## config.mk

```make
export PLATFORM = sky130hd
export DESIGN_NAME = tapped_delay_line
export DESIGN_NICKNAME = d
export VERILOG_FILES = /design/src/rtl/tapped_delay_line.sv
export SDC_FILE = /design/constraint.sdc
export NUM_CORES = 1
export LEC_CHECK = 0
export ABC_AREA = 0
export BUFFER_PORTS_ARGS = -buffer_cell sky130_fd_sc_hd__buf_2
export CORE_AREA = 3 3 115 117
export CTS_CLUSTER_SIZE = 20
export DETAILED_ROUTE_END_ITERATION = 10
export DIE_AREA = 0 0 118 120
export PLACE_DENSITY_LB_ADDON = 0.3
export SLEW_MARGIN = 20
export SYNTH_ARGS = -nofsm -noshare
export SYNTH_HDL_FRONTEND = slang
export SYNTH_SLANG_ARGS = --single-unit
```

## constraint.sdc

```tcl
create_clock -name clk -period 4 [get_ports clk]
set_clock_uncertainty 0.05 [all_clocks]
set_input_delay 0.6 -clock clk [delete_from_list [all_inputs] [get_ports clk]]
set_output_delay 0.6 -clock clk [all_outputs]
set_load 0.02 [all_outputs]
```

## src/rtl/tapped_delay_line.sv

```systemverilog
// Runtime-programmable delay line: data_out at cycle t is {in_valid, data_in} from cycle t-d, d in 1..DEPTH.
// Optional macro TAPPED_DELAY_FLUSH_EN adds a `flush` input that restarts fill gating without moving wp.
module tapped_delay_line #(
  parameter int DATA_WIDTH = 8,
  parameter int DEPTH      = 16,
  parameter int DLY_W      = $clog2(DEPTH + 1)
) (
  input  logic                  clk,
  input  logic                  rst,
`ifdef TAPPED_DELAY_FLUSH_EN
  input  logic                  flush,
`endif
  input  logic                  in_valid,
  input  logic [DATA_WIDTH-1:0] data_in,
  input  logic [DLY_W-1:0]      delay,
  output logic                  out_valid,
  output logic [DATA_WIDTH-1:0] data_out,
  output logic                  delay_err
);

  // Valid-only streaming: no backpressure. in_valid qualifies data_in in its cycle,
  // and out_valid qualifies data_out in its cycle; a low valid is a bubble that is carried through.
  localparam int PW = (DEPTH > 1) ? $clog2(DEPTH) : 1;
  localparam int IW = DLY_W + 1;
  localparam logic [DLY_W-1:0] DEPTH_D = DLY_W'(DEPTH);
  localparam logic [DLY_W-1:0] ONE_D   = DLY_W'(1);
  localparam logic [PW-1:0]    LAST_WP = PW'(DEPTH - 1);
  localparam logic [IW-1:0]    DEPTH_I = IW'(DEPTH);

  logic [DATA_WIDTH:0] mem [DEPTH];
  logic [PW-1:0]       wp;
  logic [DLY_W-1:0]    fill;
  logic [DLY_W-1:0]    fill_next;
  logic [DLY_W-1:0]    d;
  logic                bad_delay;
  logic [IW-1:0]       idx_raw;
  logic [PW-1:0]       rd_idx;
  logic                flush_now;

`ifdef TAPPED_DELAY_FLUSH_EN
  assign flush_now = flush;
`else
  assign flush_now = 1'b0;
`endif

  // The output register is itself one tick of delay, so the tap looks d-1 entries back
  // from the slot being written; d = 1 bypasses the buffer entirely.
  always_comb begin
    bad_delay = (delay == '0) || (delay > DEPTH_D);
    if (delay == '0) begin
      d = ONE_D;
    end else if (delay > DEPTH_D) begin
      d = DEPTH_D;
    end else begin
      d = delay;
    end
    fill_next = (fill == DEPTH_D) ? fill : fill + ONE_D;
    idx_raw   = IW'(wp) + DEPTH_I - IW'(d) + IW'(1);
    rd_idx    = PW'((idx_raw >= DEPTH_I) ? idx_raw - DEPTH_I : idx_raw);
  end

  always_ff @(posedge clk) begin
    if (!rst) begin
      mem[wp] <= {in_valid, data_in};
    end
  end

  always_ff @(posedge clk) begin
    if (rst) begin
      wp        <= '0;
      fill      <= '0;
      out_valid <= 1'b0;
      data_out  <= '0;
      delay_err <= 1'b0;
    end else begin
      wp <= (wp == LAST_WP) ? '0 : wp + 1'b1;
      if (bad_delay) begin
        delay_err <= 1'b1;
      end
      if (flush_now) begin
        fill      <= ONE_D;
        out_valid <= 1'b0;
        data_out  <= '0;
      end else begin
        fill <= fill_next;
        if (fill_next < d) begin
          out_valid <= 1'b0;
          data_out  <= '0;
        end else if (d == ONE_D) begin
          out_valid <= in_valid;
          data_out  <= data_in;
        end else begin
          {out_valid, data_out} <= mem[rd_idx];
        end
      end
    end
  end

endmodule
```

==> metrics.csv, run 1 <==
metric;value;unit
Bufs on Longest Clock Path;2;
WHS Path Cells;2;
Max Cap Viol;0;
gp weighted congestion;0.778;
asr flop ratio synth;0;
drt initial violations;274;
critical path peak fanout;13;
worst skew pair latency;0.42;ns
post-layout instance area;7840;sq um
CORE AREA;12500;sq um
placed cell area;7230;sq um
Worst-path clk slew;0.06;ns
RR Startpoint;wp[1];
hold crit path type;in -> reg;
initial antenna violation count;1;
largest net degree at the start of global routing;21;
Worst Path Required;4.26;ns
top-count cell post-synth;edfxtp_1;
Fin Setup TNS;0;ns
slew margin rel.;0.291;
I/O pin count;26;
synthesized instance count;353;
register area share after synthesis;0.706;
drt wl/cell;22.0;um
share of layout cells above drive strength 1;0.311;
crit path launch;delay[0];
GR Overflow Total;0;
drt pass-1 iters;4;
Yosys cell types;34;
Fillers;873;
via count;3378;
Worst-Margin Slew;1.06;ns
Worst Hold Launch;rst;
Antenna diodes;0;
CTS Sinks;163;
FP Rows;41;
reg2reg setup slack;1.03;ns
layout net count;445;
crit path capture type;flip-flop;
DPL Wire Length;8.50;mm
Post-Syn Nets;386;
Die X;118;um
die footprint;14200;sq um
Final period util;0.959;
final hold vios;0;
initial core utilization;0.535;
Multi-input gate area;1840;sq um
final setup fails;0;
Layout area overhead;17.6;%
total wire length;13.1;mm
Routed Antenna Nets;0;
CTS root buffer;clkbuf_16;
PwrDens;530;nW/um^2
H-tree depth;4;
Worst IR Drop VDD;0.000328;V
CTS tree;built;
Peak Freq;261;MHz
setup slack at placement;-0.371;ns
pins over their slew limit;0;
vias in the first global route;3495;
EDFF count, synth;144;
first-pass GRT wire length;20.6;mm
FF-to-FF path depth;13;
synthesis-stage register bit count;163;
RSZ-0062 raised after global routing;no;
leading area contributor after synthesis;edfxtp_1;
WP depth;18;
CP startpoint kind;input pin;
CP max stage delay;0.52;ns
Global Route Usage Sum;0.202;
Pleak;2.79;nW
Syn Area/Cell;18.9;sq um
status;finished, final reports clean;
Ys Warns;0;
Sequential Area;4700;sq um
Top delay family on crit path;adder cells;
Data arrival, critical path;4.09;ns
top cells by area, synth;edfxtp_1, mux4_2, dfxtp_1, mux2i_1, ha_1;
cts bufs inserted;17;
commonest cells in the synthesized netlist;edfxtp_1, mux2i_1, mux4_2;
fin crit period;3.84;ns
DRC;0;
slowest stage cell, crit path;fa_1;
placed cell count;565;
# port buffers;25;
Setup WS post-layout;0.165;ns
fin cells;597;
Cell Area, Synth;6660;sq um
Die Y;120;um
WS Path Type;in -> reg;
Crit path top cell by count;inv_1;
DR vias/cell;5.66;
post-CTS setup buffers;0;
worst path buffer plus inverter count;7;
Post-synth top flop;edfxtp_1;
Synth top area share;0.649;
CP Cell Sequence;buf_2, nor4_2, inv_1, ha_1, or3b_2, inv_1, ha_1, inv_1, ha_2, inv_1, fa_1, buf_12, buf_12, mux4_2, mux2i_2, mux2i_1, mux2i_1, nor2_1;
cell families after synthesis:
group,synth area share
AND/OR/NAND/NOR,0.0402
XOR/XNOR,0.0130
AO/OA/AOI/OAI,0.00958
buffers and inverters,0.0210
flip-flops,0.706
adder cells (fa/ha/maj),0.0330
multiplexers,0.177
final timing paths:
| check | end |
|---|---|
| hold reg to reg | delay_err |
| hold / removal | delay_err |
| setup reg to reg | data_out[0] |
| setup / recovery | data_out[0] |
metal layers:
layer / share of wire / wire length, um / GRT usage / vias to the layer above
met5: 0.00099 / 13 / 0 / -
met3: 0.061 / 804 / 0.0500 / 23
met4: 0.020 / 260 / 0.0908 / 2
li1: - / - / - / 1505
met1: 0.42 / 5580 / 0.274 / 1740
met2: 0.49 / 6490 / 0.314 / 108
final cells by class:
type                       count  area share
timing repair buffer          54      0.0549
tap                          172      0.0275
inverter                      15     0.00718
clock inverter                 7     0.00543
sequential                   163       0.600
clock buffer                  25      0.0699
multi-input combinational    161       0.235
where the power goes:
group,total (mW),leakage [nW],switching [mW],internal [mW]
combinational,0.691,1.04,0.327,0.363
sequential,1.90,1.46,0.0150,1.89
clock,1.56,0.287,0.614,0.947
sequential cells by signal, indices dropped and copies added (netlist names):
register,cells
mem,144
data_out,8
fill,5
wp,4
delay_err,1
out_valid,1
per-stage QoR:
stage | hold slack (ns) | total power [mW] | util
finish | 0.392 | 4.15 | 0.629
global route | 0.390 | 4.31 | 0.629
CTS | 0.373 | 4.18 | 0.627
detailed placement | 0.394 | 2.63 | 0.580
global placement | 0.384 | 2.62 | 0.580
floorplan | 0.466 | 2.38 | -
cells in the final DEF, fill, tap and decap left out, types with 7 or more instances in the layout:
master / count
edfxtp_1: 144
mux2i_1: 36
mux4_2: 36
buf_2: 25
buf_4: 22
nor2_1: 19
clkbuf_16: 19
dfxtp_1: 19
inv_1: 15
ha_1: 15
nand2_1: 8
buf_12: 7
repair_timing:
item,4_1_cts,5_1_grt
gates resized for setup,0,2
setup endpoints to repair,0,1
endpoints found under the hold margin,0,0
hold buffers,0,0
Power figures use the tool's default switching activity.
==> run 2: changes to the inputs <==
Settings changed: ABC_AREA 0 to 1, CAP_MARGIN set to 40, CORE_AREA 3 3 115 117 to 3 3 119 121, DIE_AREA 0 0 118 120 to 0 0 122 124, SLEW_MARGIN 20 to 15.
==> metrics.csv, run 2 <==
metric;value;unit;change
DR WL met2;7.31;mm;+13%
setup slack at placement;0.0866;ns;+0.457 ns
CTS Sinks;163;;unchanged
Global Route Usage Sum;0.220;;+0.0181
Worst-path clk slew;0.06;ns;about the same
Pleak;3.53;nW;+27%
Sequential Area;4700;sq um;unchanged
RSZ-0062 raised after global routing;no;;
Fillers;1060;;+21%
layout net count;802;;+80%
DPL Wire Length;9.83;mm;+16%
placed cell area;7510;sq um;+3.9%
H-tree depth;4;;unchanged
Max Cap Viol;0;;unchanged
commonest cells in the synthesized netlist;nand2_1, edfxtp_1, nor2_1;;
initial antenna violation count;0;;-1
Layout area overhead;11.3;%;
clock share of power;0.371;;-0.005
CORE AREA;13200;sq um;+5.8%
fin crit period;3.49;ns;-0.346 ns
top-count cell post-synth;nand2_1;;
critical path peak fanout;18;;+5
# port buffers;25;;unchanged
Ys Warns;0;;unchanged
highest routed layer;met4;;
worst path buffer plus inverter count;5;;-2
Yosys cell types;27;;-21%
first-pass GRT wire length;24.6;mm;+19%
Antenna diodes;0;;unchanged
CTS tree;built;;
top cells by area, synth;edfxtp_1, nand2_1, dfxtp_1, nor2_1, nand3_1;;
Post-CTS Resized;0;;unchanged
synthesized instance count;744;;+110%
post-layout instance area;8100;sq um;+3.4%
final setup fails;0;;unchanged
EDFF count, synth;144;;unchanged
Synth top area share;0.594;;-0.0552
most frequent cells in the layout;nand2_1, edfxtp_1, nor2_1;;
drt initial violations;635;;+130%
Die X;122;um;+3.4%
Data arrival, critical path;3.73;ns;-0.36 ns
slew margin rel.;0.405;;+0.114
WL met1;6.82;mm;+22%
FF-to-FF path depth;13;;unchanged
Final period util;0.872;;-0.0864
Biggest register;mem;;
pins over their slew limit;0;;unchanged
vias in the first global route;4809;;+38%
final hold vios;0;;unchanged
WL met3;1.14;mm;+42%
worst skew pair latency;0.42;ns;about the same
crit path capture type;flip-flop;;
drt pass-1 iters;5;;+1
share of layout cells above drive strength 1;0.0985;;-0.212
gp weighted congestion;0.878;;+13%
I/O pin count;26;;unchanged
Cell Int Power;3.00;mW;-6.1%
CP max stage delay;0.52;ns;about the same
Worst IR Drop VDD;0.000289;V;-12%
hold crit path type;in -> reg;;
CTS root buffer;clkbuf_16;;
initial core utilization;0.552;;+0.0176
CP startpoint kind;input pin;;
Net Sw Frac;0.277;;+0.0466
WS Path Type;in -> reg;;
asr flop ratio synth;0;;unchanged
Worst Path Required;4.24;ns;-0.02 ns
WHS Path Cells;2;;unchanged
Cell Area, Synth;7280;sq um;+9.3%
synthesis-stage register bit count;163;;unchanged
largest net degree at the start of global routing;73;;+250%
cts bufs inserted;17;;unchanged
Die Y;124;um;+3.3%
leading area contributor after synthesis;edfxtp_1;;
total wire length;15.7;mm;+19%
post-CTS setup buffers;0;;unchanged
DRC;0;;unchanged
commonest non-fill, non-tap cell in the layout;nand2_1;;
PwrDens;512;nW/um^2;-3.3%
GR Overflow Total;0;;unchanged
status;finished, final reports clean;;
slowest stage cell, crit path;fa_1;;
biggest regs;mem x144, data_out x8, fill x5;;
WP depth;17;;-1
net switching power;1.15;mW;+20%
DR vias/cell;5.24;;-7.3%
Peak Freq;287;MHz;+9.9%
CTS Hold Buffers Added;0;;unchanged
die footprint;15100;sq um;+6.8%
CP Cell Sequence;buf_2, nor4_1, inv_1, ha_1, nor3_2, ha_1, inv_1, ha_1, inv_1, fa_1, clkinv_1, nand2_1, nand2_1, nor2_1, nor2_1, nor2_1, nor2_1;;
Setup WS post-layout;0.510;ns;+0.346 ns
Multi-input gate area;2160;sq um;+17%
Post-synth top flop;edfxtp_1;;
combinational share of power;0.172;;+0.006
Crit path top cell by count;nor2_1;;
drt wl/cell;16.4;um;-26%
FP Rows;42;;+2.4%
Bufs on Longest Clock Path;2;;unchanged
Post-Syn Nets;777;;+100%
Syn Area/Cell;9.79;sq um;-48%
Fin Setup TNS;0;ns;unchanged
Top delay family on crit path;simple AND/OR/NAND/NOR gates;;
register area share after synthesis;0.646;;-0.0600
flip-flop count of the largest register after layout;144;;unchanged
Routed Antenna Nets;0;;unchanged
Sequential Power Share;0.458;;about the same
Worst-Margin Slew;0.889;ns;-0.170 ns
via count;5024;;+49%
run 2: path summary, 6_finish.rpt:
path	start	to	slack, ns
hold reg to reg	delay_err	delay_err	0.41
setup / recovery	delay[0]	out_valid	0.51
setup reg to reg	wp[1]	out_valid	1.26
hold / removal	rst	fill[0]	0.40
run 2: cell families (layout without fill, tap and decap cells):
family / count (synthesis) / after routing / share of synthesized area
simple gates: 467 / 467 / 0.257
compound gates: 6 / 6 / 0.00447
xor+xnor: 4 / 4 / 0.00481
buf+inv: 87 / 125 / 0.0579
flops: 163 / 163 / 0.646
fa+ha+maj: 17 / 17 / 0.0302
run 2: layout make-up:
| class | count | share of cell area |
|---|---|---|
| clock inverter | 9 | 0.00803 |
| multi-input combinational | 494 | 0.266 |
| tap | 176 | 0.0272 |
| sequential | 163 | 0.581 |
| inverter | 58 | 0.0272 |
| timing repair buffer | 35 | 0.0278 |
| clock buffer | 23 | 0.0628 |
run 2: worst register-to-register path: stages (launching register included):
cell	delay [ns]
dfxtp_1	0.38
inv_1	0.10
ha_1	0.29
inv_1	0.06
ha_1	0.13
inv_1	0.04
fa_1	0.52
clkinv_1	0.41
nand2_1	0.21
nand2_1	0.07
nor2_1	0.09
nor2_1	0.06
nor2_1	0.13
nor2_1	0.06
run 2: routing by layer:
layer | vias up | global-route usage
li1 | 2447 | -
met1 | 2374 | 0.289
met2 | 171 | 0.345
met3 | 32 | 0.0581
met4 | 0 | 0.101
met5 | - | 0
run 2: stage by stage:
step	power, mW	utilization	cells	hold slack [ns]
after floorplan	2.45	-	744	0.409
after global placement	2.63	0.568	921	0.381
after detailed placement	2.64	0.569	923	0.398
after CTS	4.18	0.613	955	0.382
after global routing	4.34	0.614	958	0.413
final	4.15	0.614	958	0.402
run 2: power by group through the flow:
stage	Clock, mW	Sequential, mW	Combinational, mW
6_report	1.54	1.90	0.712
5_1_grt	1.63	1.90	0.809
4_1_cts	1.57	1.90	0.706
3_5_place_dp	0	1.94	0.702
3_3_place_gp	0	1.94	0.693
2_1_floorplan	0	1.95	0.498
